**src/rtl/sync_debounce.sv**
```systemverilog
// sync_debounce
//   Conditions an asynchronous, bouncy input (button, switch, slow sensor).
//   The raw input goes through a SYNC_STAGES-deep synchroniser. A level
//   change is accepted only after it has held for DEBOUNCE_CYCLES
//   consecutive checking cycles. Aborted changes are counted in a
//   saturating diagnostic counter.
//
// Ports
//   clk        : system clock, rising-edge active
//   rst        : asynchronous reset, active low
//   raw_in     : asynchronous raw input
//   clean      : debounced level (registered)
//   rise       : one-cycle pulse, coincident with clean going 0->1
//   fall       : one-cycle pulse, coincident with clean going 1->0
//   bounce_cnt : saturating count of aborted transitions
module sync_debounce #(
  parameter int SYNC_STAGES     = 2,
  parameter int DEBOUNCE_CYCLES = 16,
  parameter int BOUNCE_W        = 8
) (
  input  logic                clk,
  input  logic                rst,
  input  logic                raw_in,
  output logic                clean,
  output logic                rise,
  output logic                fall,
  output logic [BOUNCE_W-1:0] bounce_cnt
);

  localparam int CNT_W = $clog2(DEBOUNCE_CYCLES + 1);
  localparam logic [CNT_W-1:0] CNT_LAST = CNT_W'(DEBOUNCE_CYCLES - 1);

  typedef enum logic [1:0] {
    ST_LO  = 2'd0,
    CHK_HI = 2'd1,
    ST_HI  = 2'd2,
    CHK_LO = 2'd3
  } state_t;

  logic [SYNC_STAGES-1:0] sync_q;
  logic                   s;

  state_t                 state_q, state_d;
  logic [CNT_W-1:0]       cnt_q, cnt_d;
  logic                   clean_q, clean_d;
  logic                   rise_q, rise_d;
  logic                   fall_q, fall_d;
  logic [BOUNCE_W-1:0]    bcnt_q, bcnt_d;

  // Holds at all-ones instead of wrapping back to zero.
  function automatic logic [BOUNCE_W-1:0] sat_inc(input logic [BOUNCE_W-1:0] v);
    return (&v) ? v : v + BOUNCE_W'(1);
  endfunction

  // Synchroniser: only the last stage is allowed to reach the FSM.
  always_ff @(posedge clk or negedge rst) begin
    if (!rst) begin
      sync_q <= '0;
    end else begin
      sync_q <= {sync_q[SYNC_STAGES-2:0], raw_in};
    end
  end

  assign s = sync_q[SYNC_STAGES-1];

  always_ff @(posedge clk or negedge rst) begin
    if (!rst) begin
      state_q <= ST_LO;
      cnt_q   <= '0;
      clean_q <= 1'b0;
      rise_q  <= 1'b0;
      fall_q  <= 1'b0;
      bcnt_q  <= '0;
    end else begin
      state_q <= state_d;
      cnt_q   <= cnt_d;
      clean_q <= clean_d;
      rise_q  <= rise_d;
      fall_q  <= fall_d;
      bcnt_q  <= bcnt_d;
    end
  end

  // Entering a CHK state costs one cycle before counting starts, so a new
  // level must be seen at s for DEBOUNCE_CYCLES+1 consecutive cycles.
  always_comb begin
    state_d = state_q;
    cnt_d   = cnt_q;
    clean_d = clean_q;
    rise_d  = 1'b0;
    fall_d  = 1'b0;
    bcnt_d  = bcnt_q;
    unique case (state_q)
      ST_LO: begin
        if (s) begin
          state_d = CHK_HI;
          cnt_d   = '0;
        end
      end
      CHK_HI: begin
        if (!s) begin
          state_d = ST_LO;
          bcnt_d  = sat_inc(bcnt_q);
        end else if (cnt_q == CNT_LAST) begin
          state_d = ST_HI;
          clean_d = 1'b1;
          rise_d  = 1'b1;
        end else begin
          cnt_d = cnt_q + CNT_W'(1);
        end
      end
      ST_HI: begin
        if (!s) begin
          state_d = CHK_LO;
          cnt_d   = '0;
        end
      end
      CHK_LO: begin
        if (s) begin
          state_d = ST_HI;
          bcnt_d  = sat_inc(bcnt_q);
        end else if (cnt_q == CNT_LAST) begin
          state_d = ST_LO;
          clean_d = 1'b0;
          fall_d  = 1'b1;
        end else begin
          cnt_d = cnt_q + CNT_W'(1);
        end
      end
      default: begin
        state_d = ST_LO;
      end
    endcase
  end

  assign clean      = clean_q;
  assign rise       = rise_q;
  assign fall       = fall_q;
  assign bounce_cnt = bcnt_q;

endmodule

```
**config.mk**
```make
export PLATFORM = sky130hd
export DESIGN_NAME = sync_debounce
export DESIGN_NICKNAME = d
export VERILOG_FILES = /design/src/rtl/sync_debounce.sv
export SDC_FILE = /design/constraint.sdc
export NUM_CORES = 1
export LEC_CHECK = 0
export CAP_MARGIN = 20
export CORE_MARGIN = 4
export CORE_UTILIZATION = 50
export DETAILED_ROUTE_END_ITERATION = 7
export HOLD_SLACK_MARGIN = 0.1
export PLACE_DENSITY = 0.74
export SYNTH_ARGS = -nofsm -noshare
export SYNTH_HDL_FRONTEND = slang
export SYNTH_SLANG_ARGS = --single-unit
```
**constraint.sdc**
```tcl
create_clock -name clk -period 4.95 [get_ports clk]
set_clock_uncertainty 0.1 [all_clocks]
set_input_delay 1.485 -clock clk [delete_from_list [all_inputs] [get_ports clk]]
set_output_delay 1.485 -clock clk [all_outputs]
set_load 0.02 [all_outputs]
```
# After elaboration in Yosys (flattened, before gate mapping)
# Index checks and enable logic that the tools add are counted.
[op_classes] n_reduce_logical=7 muxes=27 addsub=2 n_eq_ne=14
[op_table] operator="two-way mux 5 bit" n=5
[op_table] operator="two-way mux 8 bit" n=3
[op_table] operator="one-hot mux 5 bit (4 select lines)" n=1
[op_table] operator="!= test 2 bit, second input constant" n=8
[op_table] operator="one-hot mux 8 bit (2 select lines)" n=1
[op_table] operator="two-way mux 2 bit" n=6
[op_table] operator="two-way mux 1 bit" n=9
[op_table] operator="adder 8 x 1 -> 8 bit, second input constant" n=1
[op_table] operator="one-hot mux 2 bit (4 select lines)" n=1
[op_table] operator="AND reduction 4 bit" n=2
[op_table] operator="AND reduction 8 bit" n=1
[op_table] operator="!= test 3 bit, second input constant" n=2
[op_table] operator="adder 5 x 1 -> 5 bit, second input constant" n=1
[op_table] operator="equality test 5 x 4 -> 1 bit, second input constant" n=1
[op_table] operator="AND reduction 5 bit" n=1
[op_table] operator="equality test 2 bit, second input constant" n=2
[op_table] operator="AND reduction 3 bit" n=1
[op_table] operator="equality test 2 x 1 -> 1 bit, second input constant" n=1
[op_table] operator="zero test 2 bit" n=1
[op_table] operator="one-hot mux 1 bit (2 select lines)" n=1
[op_table] operator="nonzero test 2 bit" n=1
[word_totals] in_bits=3 reg_bits=20 output_inout_bits=11 word_cells=57

# Longest topological paths before layout
# Gate-level depths: netlist (run 1).
[depth] depth_word=4 mapped_depth=8

# Worst setup path after synthesis (run 1)
# OpenSTA, ideal clock, no wires.
[synth_path] kind="flip-flop to output port" startpoint="reg bcnt_q[6], in the netlist bounce_cnt[6]" endpoint="out bounce_cnt[6]" path_slack_ns=2.886 arrival_ns=0.479 n_path_buf=0 stages_incl_launch_ff=1 cell_sequence="dfrtp_1"
[synth_lines] item="start, declared" line_no="48" rtl="logic [BOUNCE_W-1:0] bcnt_q, bcnt_d;"
[synth_lines] item="start signal, assigned" line_no="80" rtl="bcnt_q <= bcnt_d;"
[synth_lines] item="end, declared" line_no="27" rtl="output logic [BOUNCE_W-1:0] bounce_cnt"
# No word-level cell between the ends.

# Worst setup path in the final report (run 1)
[layout_path] startpoint="reg bcnt_q[6], in the netlist bounce_cnt[6]" endpoint="out bounce_cnt[6]"
# No word-level cell between the ends.

==> results.py, run 1 <==
metrics = {
    "power_and_ir_drop": {
        "vdd_drop_max_mv": 0.215,
        "p_seq_frac": 0.494,
        "p_int_mw": 0.310,
        "combPwrFrac": 0.309,
        "p_leak_nw": 0.489,
        "p_sw_mw": 0.155,
        "switching_share": 0.333,
        "p_per_area_mw_per_mm2": 398,
        "clkPwrFrac": 0.196,
        "p_total_mw": 0.465,
    },
    "yosys": {
        "synth-async-reset-ratio": 1.00,
        "syn_inst": 89,
        "synth.top_cells.by_area": "dfrtp_1, ha_1, nor3_2",
        "synth_top_area_share": 0.498,
        "yosysSeqAreaShare": 0.498,
        "synth_most_common_cell": "dfrtp_1",
        "ys_ff_latch": 20,
        "yosys-top-cells-count": "dfrtp_1, nand2_1, a21oi_1, nor3_2",
        "synth_cell_types": 31,
        "synth_edf_count": 0,
        "ys_warn_count": 0,
        "syn_area_per_cell_um2": 11.3,
        "synth-main-ff-cell": "dfrtp_1",
        "syn_nets": 96,
        "syn_area_mm2": 0.00101,
        "yosysTopAreaCell": "dfrtp_1",
    },
    "clock_tree": {
        "cts_hold_buffers": 0,
        "cts_buffers": 3,
        "clock_latency_ps": 290,
        "cts_resized": 0,
        "cts_sinks": 20,
        "cts_root_buf": "clkbuf_4",
        "cts_max_path_buffers": 2,
        "cts.clk_slew.worst_paths_ps": 100,
        "cts_tree": "yes",
        "ctsHtreeMaxLevel": 1,
        "post_cts_buffers": 0,
    },
    "setup_path": {
        "cp-start-kind": "flop",
        "path_class": "flop to output port",
        "path_cells": "clkdlybuf4s50_1",
        "crit_fanout": 5,
        "cpMaxStageDelayCell": "clkdlybuf4s50_1",
        "end_kind": "output port",
        "arrival_ps": 1370,
        "cp_num_cells": 1,
        "path_delay_family": "buffers and inverters",
        "cp.required_ps": 3370,
        "worst-r2r-cell-count": 4,
        "critPathMaxStageDelay_ps": 630,
        "crit_buf_inv": 1,
    },
    "detailed_routing": {
        "drc": 0,
        "routed_via_density": 5.45,
        "drtIter0Drc": 5,
        "postRouteAntennaNets": 0,
        "vias": 692,
        "dr.pass1.iters": 4,
        "wl_per_cell_um": 12.9,
        "routed_wl_um": 1640,
    },
    "grt": {
        "track_usage": 0.142,
        "grt_pass1_vias": 677,
        "grt_overflow": 0,
        "grt_max_degree": 21,
        "grt_first_pass_wirelength_um": 2930,
        "antenna_found_initial": 0,
    },
    "timing": {
        "setup_viol": 0,
        "setup_tns_ps": 0,
        "fin_crit_sh": 0.597,
        "max_slew_margin": 0.427,
        "fmax_mhz": 338,
        "slew_violations": 0,
        "period_minus_slack_ps": 2960,
        "worst_pin_slew_ps": 857,
        "rsz0062_at_grt": "no",
        "timing.final.ws_setup_ps": 1990,
        "finalHoldViolCount": 0,
    },
    "placed_design": {
        "gp_congestion": 0.686,
        "dp_slack_ps": 2240,
        "port_buffers": 13,
        "place_inst": 123,
        "hpwl_um": 1220,
    },
    "floorplanning": {
        "num_io_pins": 14,
        "dieWidth_um": 52.9,
        "start_util": 0.553,
        "rows": 15,
        "fp.dieH_um": 52.9,
        "core_mm2": 0.00182,
        "die_area_mm2": 0.00279,
    },
    "min_path": {
        "min_path_cells": 0,
        "hold_class": "flop to flop",
    },
    "layout": {
        "fin_util": 0.643,
        "fill_cells": 163,
        "nNetsFinal": 110,
        "antennaDiodeCount": 0,
        "drive_above_1_share": 0.176,
        "final_cell_count_no_fill": 127,
        "area.growth.synth_to_final_pct": 16.3,
    },
    "status": {
        "run_status": "completed",
    },
    "run": {
        "maxCapViolCount": 0,
    },
}
## area by class of cell
class | instances | area, µm² | area share
multi-input cells | 63 | 464 | 0.397
flip-flops and latches | 20 | 500 | 0.428
well taps | 25 | 31.3 | 0.0267
inverters | 2 | 7.51 | 0.00642
repair buffers | 13 | 130 | 0.111
clock buffers | 4 | 36.3 | 0.0310
## power groups by stage
stage               Combinational [mW]  Sequential (mW)  Clock, mW
floorplan                       0.0618            0.253          0
global placement                 0.143            0.230          0
detailed placement               0.147            0.233          0
CTS                              0.147            0.229     0.0963
global route                     0.161            0.234      0.104
finish                           0.144            0.230     0.0914
## final timing paths
check	from	to	slack [ps]
setup / recovery	bounce_cnt[6]	bounce_cnt[6]	1990
hold / removal	sync_q[0]	sync_q[1]	260
setup reg to reg	flop	bounce_cnt[7]	2990
hold reg to reg	sync_q[0]	sync_q[1]	260
max in group asynchronous	rst	fall	2660
min in group asynchronous	rst	clean	1570
## state kept, by name, summed over array words and instances (netlist names), named ones only
name	cells
bounce_cnt	8
clean	1
cnt_q	5
fall	1
rise	1
state_q	1
sync_q	2
## stage by stage
stage	hold WS (ps)	cell area, µm²
floorplan	231	1010
global placement	234	1130
detailed placement	249	1130
CTS	275	1170
global route	287	1170
finish	264	1170
## logic make-up after synthesis
logic type / share of synthesized area
adder cells (fa/ha/maj): 0.0498
AND/OR/NAND/NOR: 0.183
AO/OA/AOI/OAI: 0.114
multiplexers: 0.0634
XOR/XNOR: 0.0510
buffers and inverters: 0.0410
flip-flops: 0.498
## per-layer routing
metal,track usage,share of wire
met5,0,0
met4,0.0511,0.013
met3,0.0338,0.039
met2,0.233,0.49
met1,0.182,0.46
## layout by cell type, fill, tap and decap left out
cell type	count
a22oi_1	1
clkbuf_8	1
and3_1	3
xor2_1	1
clkbuf_4	3
nor3b_1	2
nor3_2	5
nor2_1	2
xnor2_1	3
nand2b_1	2
mux2_4	2
dfrtp_1	20
nor3_1	1
nand2_1	11
nand4b_1	1
o21ai_2	1
mux2_1	1
ha_1	4
o211ai_2	1
nand3_2	2
inv_1	2
xnor2_2	1
a31oi_1	2
clkdlybuf4s50_1	13
mux2_2	2
o21ai_1	2
o22ai_1	1
o21bai_1	1
o21ai_0	4
a21oi_1	6
nand3_1	1
(Power assumes the default switching activity.)
==> run 2: changes to the inputs <==
Clock period 4.95 ns to 3 ns, I/O delays scaled along.
==> results.py, run 2 (synthesized netlist as in run 1, its figures left out) <==
metrics = {
    "status": {
        "run_status": "completed",
    },
    "setup_path": {
        "cpMaxStageDelayCell": "clkdlybuf4s50_1",
        "crit_buf_inv": 1,
        "end_kind": "output port",
        "critPathMaxStageDelay_ps": 630,
        "cp.required_ps": 2000,
        "cp-start-kind": "flop",
        "path_cells": "clkdlybuf4s50_1",
        "path_delay_family": "buffers and inverters",
        "crit_fanout": 5,
        "arrival_ps": 1370,
        "path_class": "flop to output port",
    },
    "detailed_routing": {
        "drtIter0Drc": 8,
        "vias": 706,
        "postRouteAntennaNets": 0,
        "routed_wl_um": 1760,
        "drc": 0,
        "routed_via_density": 5.47,
        "dr.pass1.iters": 3,
        "wl_per_cell_um": 13.6,
    },
    "timing": {
        "period_minus_slack_ps": 2370,
        "rsz0062_at_grt": "no",
        "setup_viol": 0,
        "fin_crit_sh": 0.789,
        "fmax_mhz": 423,
        "finalHoldViolCount": 0,
        "slew_violations": 0,
        "worst_pin_slew_ps": 316,
        "setup_tns_ps": 0,
        "max_slew_margin": 0.789,
        "holdWs_ps": 272,
    },
    "floorplanning": {
        "num_io_pins": 14,
        "fp.dieH_um": 52.9,
        "start_util": 0.553,
        "rows": 15,
        "core_mm2": 0.00182,
        "dieWidth_um": 52.9,
        "die_area_mm2": 0.00279,
    },
    "clock_tree": {
        "post_cts_buffers": 0,
        "ctsHtreeMaxLevel": 1,
        "cts_max_path_buffers": 2,
        "cts_tree": "yes",
        "cts.clk_slew.worst_paths_ps": 110,
        "cts_sinks": 20,
        "cts_buffers": 3,
        "cts_resized": 0,
        "cts_root_buf": "clkbuf_4",
        "cts_hold_buffers": 0,
        "clock_latency_ps": 300,
    },
    "grt": {
        "grt_pass1_vias": 705,
        "grt_max_degree": 21,
        "grt_overflow": 0,
        "antenna_found_initial": 0,
        "track_usage": 0.150,
        "grt_first_pass_wirelength_um": 3060,
    },
    "layout": {
        "layout_commonest_cell": "dfrtp_1",
        "drive_above_1_share": 0.192,
        "final_cell_mix": "dfrtp_1, clkdlybuf4s50_1, nand2_1",
        "fin_util": 0.651,
        "antennaDiodeCount": 0,
        "nNetsFinal": 112,
        "largest_reg_flops": 8,
        "area.growth.synth_to_final_pct": 17.8,
    },
    "min_path": {
        "hold_class": "flop to flop",
    },
    "power_and_ir_drop": {
        "vdd_drop_max_mv": 0.336,
        "p_per_area_mw_per_mm2": 656,
        "p_leak_nw": 0.498,
    },
    "placed_design": {
        "port_buffers": 13,
        "hpwl_um": 1320,
        "gp_congestion": 0.685,
    },
    "run": {
        "maxCapViolCount": 0,
    },
}
## run 2: cell types whose count changed in the layout (fill, tap and decap cells not counted)
cell	delta
buf_4	+2
## run 2: final cells by class
class	count	area [µm²]
Clock buffer	4	36.3
Tap cell	25	31.3
Inverter	2	7.51
Timing Repair Buffer	15	145
Fill cell	152	636
Multi-Input combinational cell	63	464
Sequential cell	20	500
## run 2: final timing paths
kind / start / end / slack (ps) / cells past startpoint
worst min-delay path: sync_q[0] / sync_q[1] / 270 / 0
max in group asynchronous: rst / sync_q[0] / 1770 / 2
worst max register to register: cnt_q[0] / cnt_q[3] / 1090 / 6
min in group asynchronous: rst / bounce_cnt[7] / 830 / 2
worst max-delay path: bounce_cnt[6] / bounce_cnt[6] / 630 / 1
worst min register to register: sync_q[0] / sync_q[1] / 270 / 0
## run 2: per-stage QoR
stage                     worst slack (ps)  area, µm²  std cells  power [mW]
after global routing                   566       1180        129       0.827
after global placement                 994       1150        125       0.620
after detailed placement               981       1150        125       0.630
after floorplan                       1170       1010         89       0.520
after CTS                              627       1180        129       0.787
final                                  634       1180        129       0.777
## run 2: worst register-to-register path, delay by kind of cell (launching register included)
| kind | cells | cell delay [ps] |
|---|---|---|
| adder cells (fa/ha/maj) | 2 | 530 |
| AND/OR/NAND/NOR | 2 | 460 |
| AO/OA/AOI/OAI | 2 | 270 |
| flip-flops | 1 | 450 |
## run 2: per-layer routing
layer / GRT usage / routed length (µm) / share of wire
met5: 0 / 0 / 0
met2: 0.267 / 881 / 0.50
met4: 0.0383 / 22 / 0.013
met3: 0.0423 / 62 / 0.035
met1: 0.175 / 793 / 0.45
## run 2: power breakdown
group	switching, mW	internal, mW
clock network	0.0827	0.0740
logic	0.122	0.120
registers	0.0583	0.320
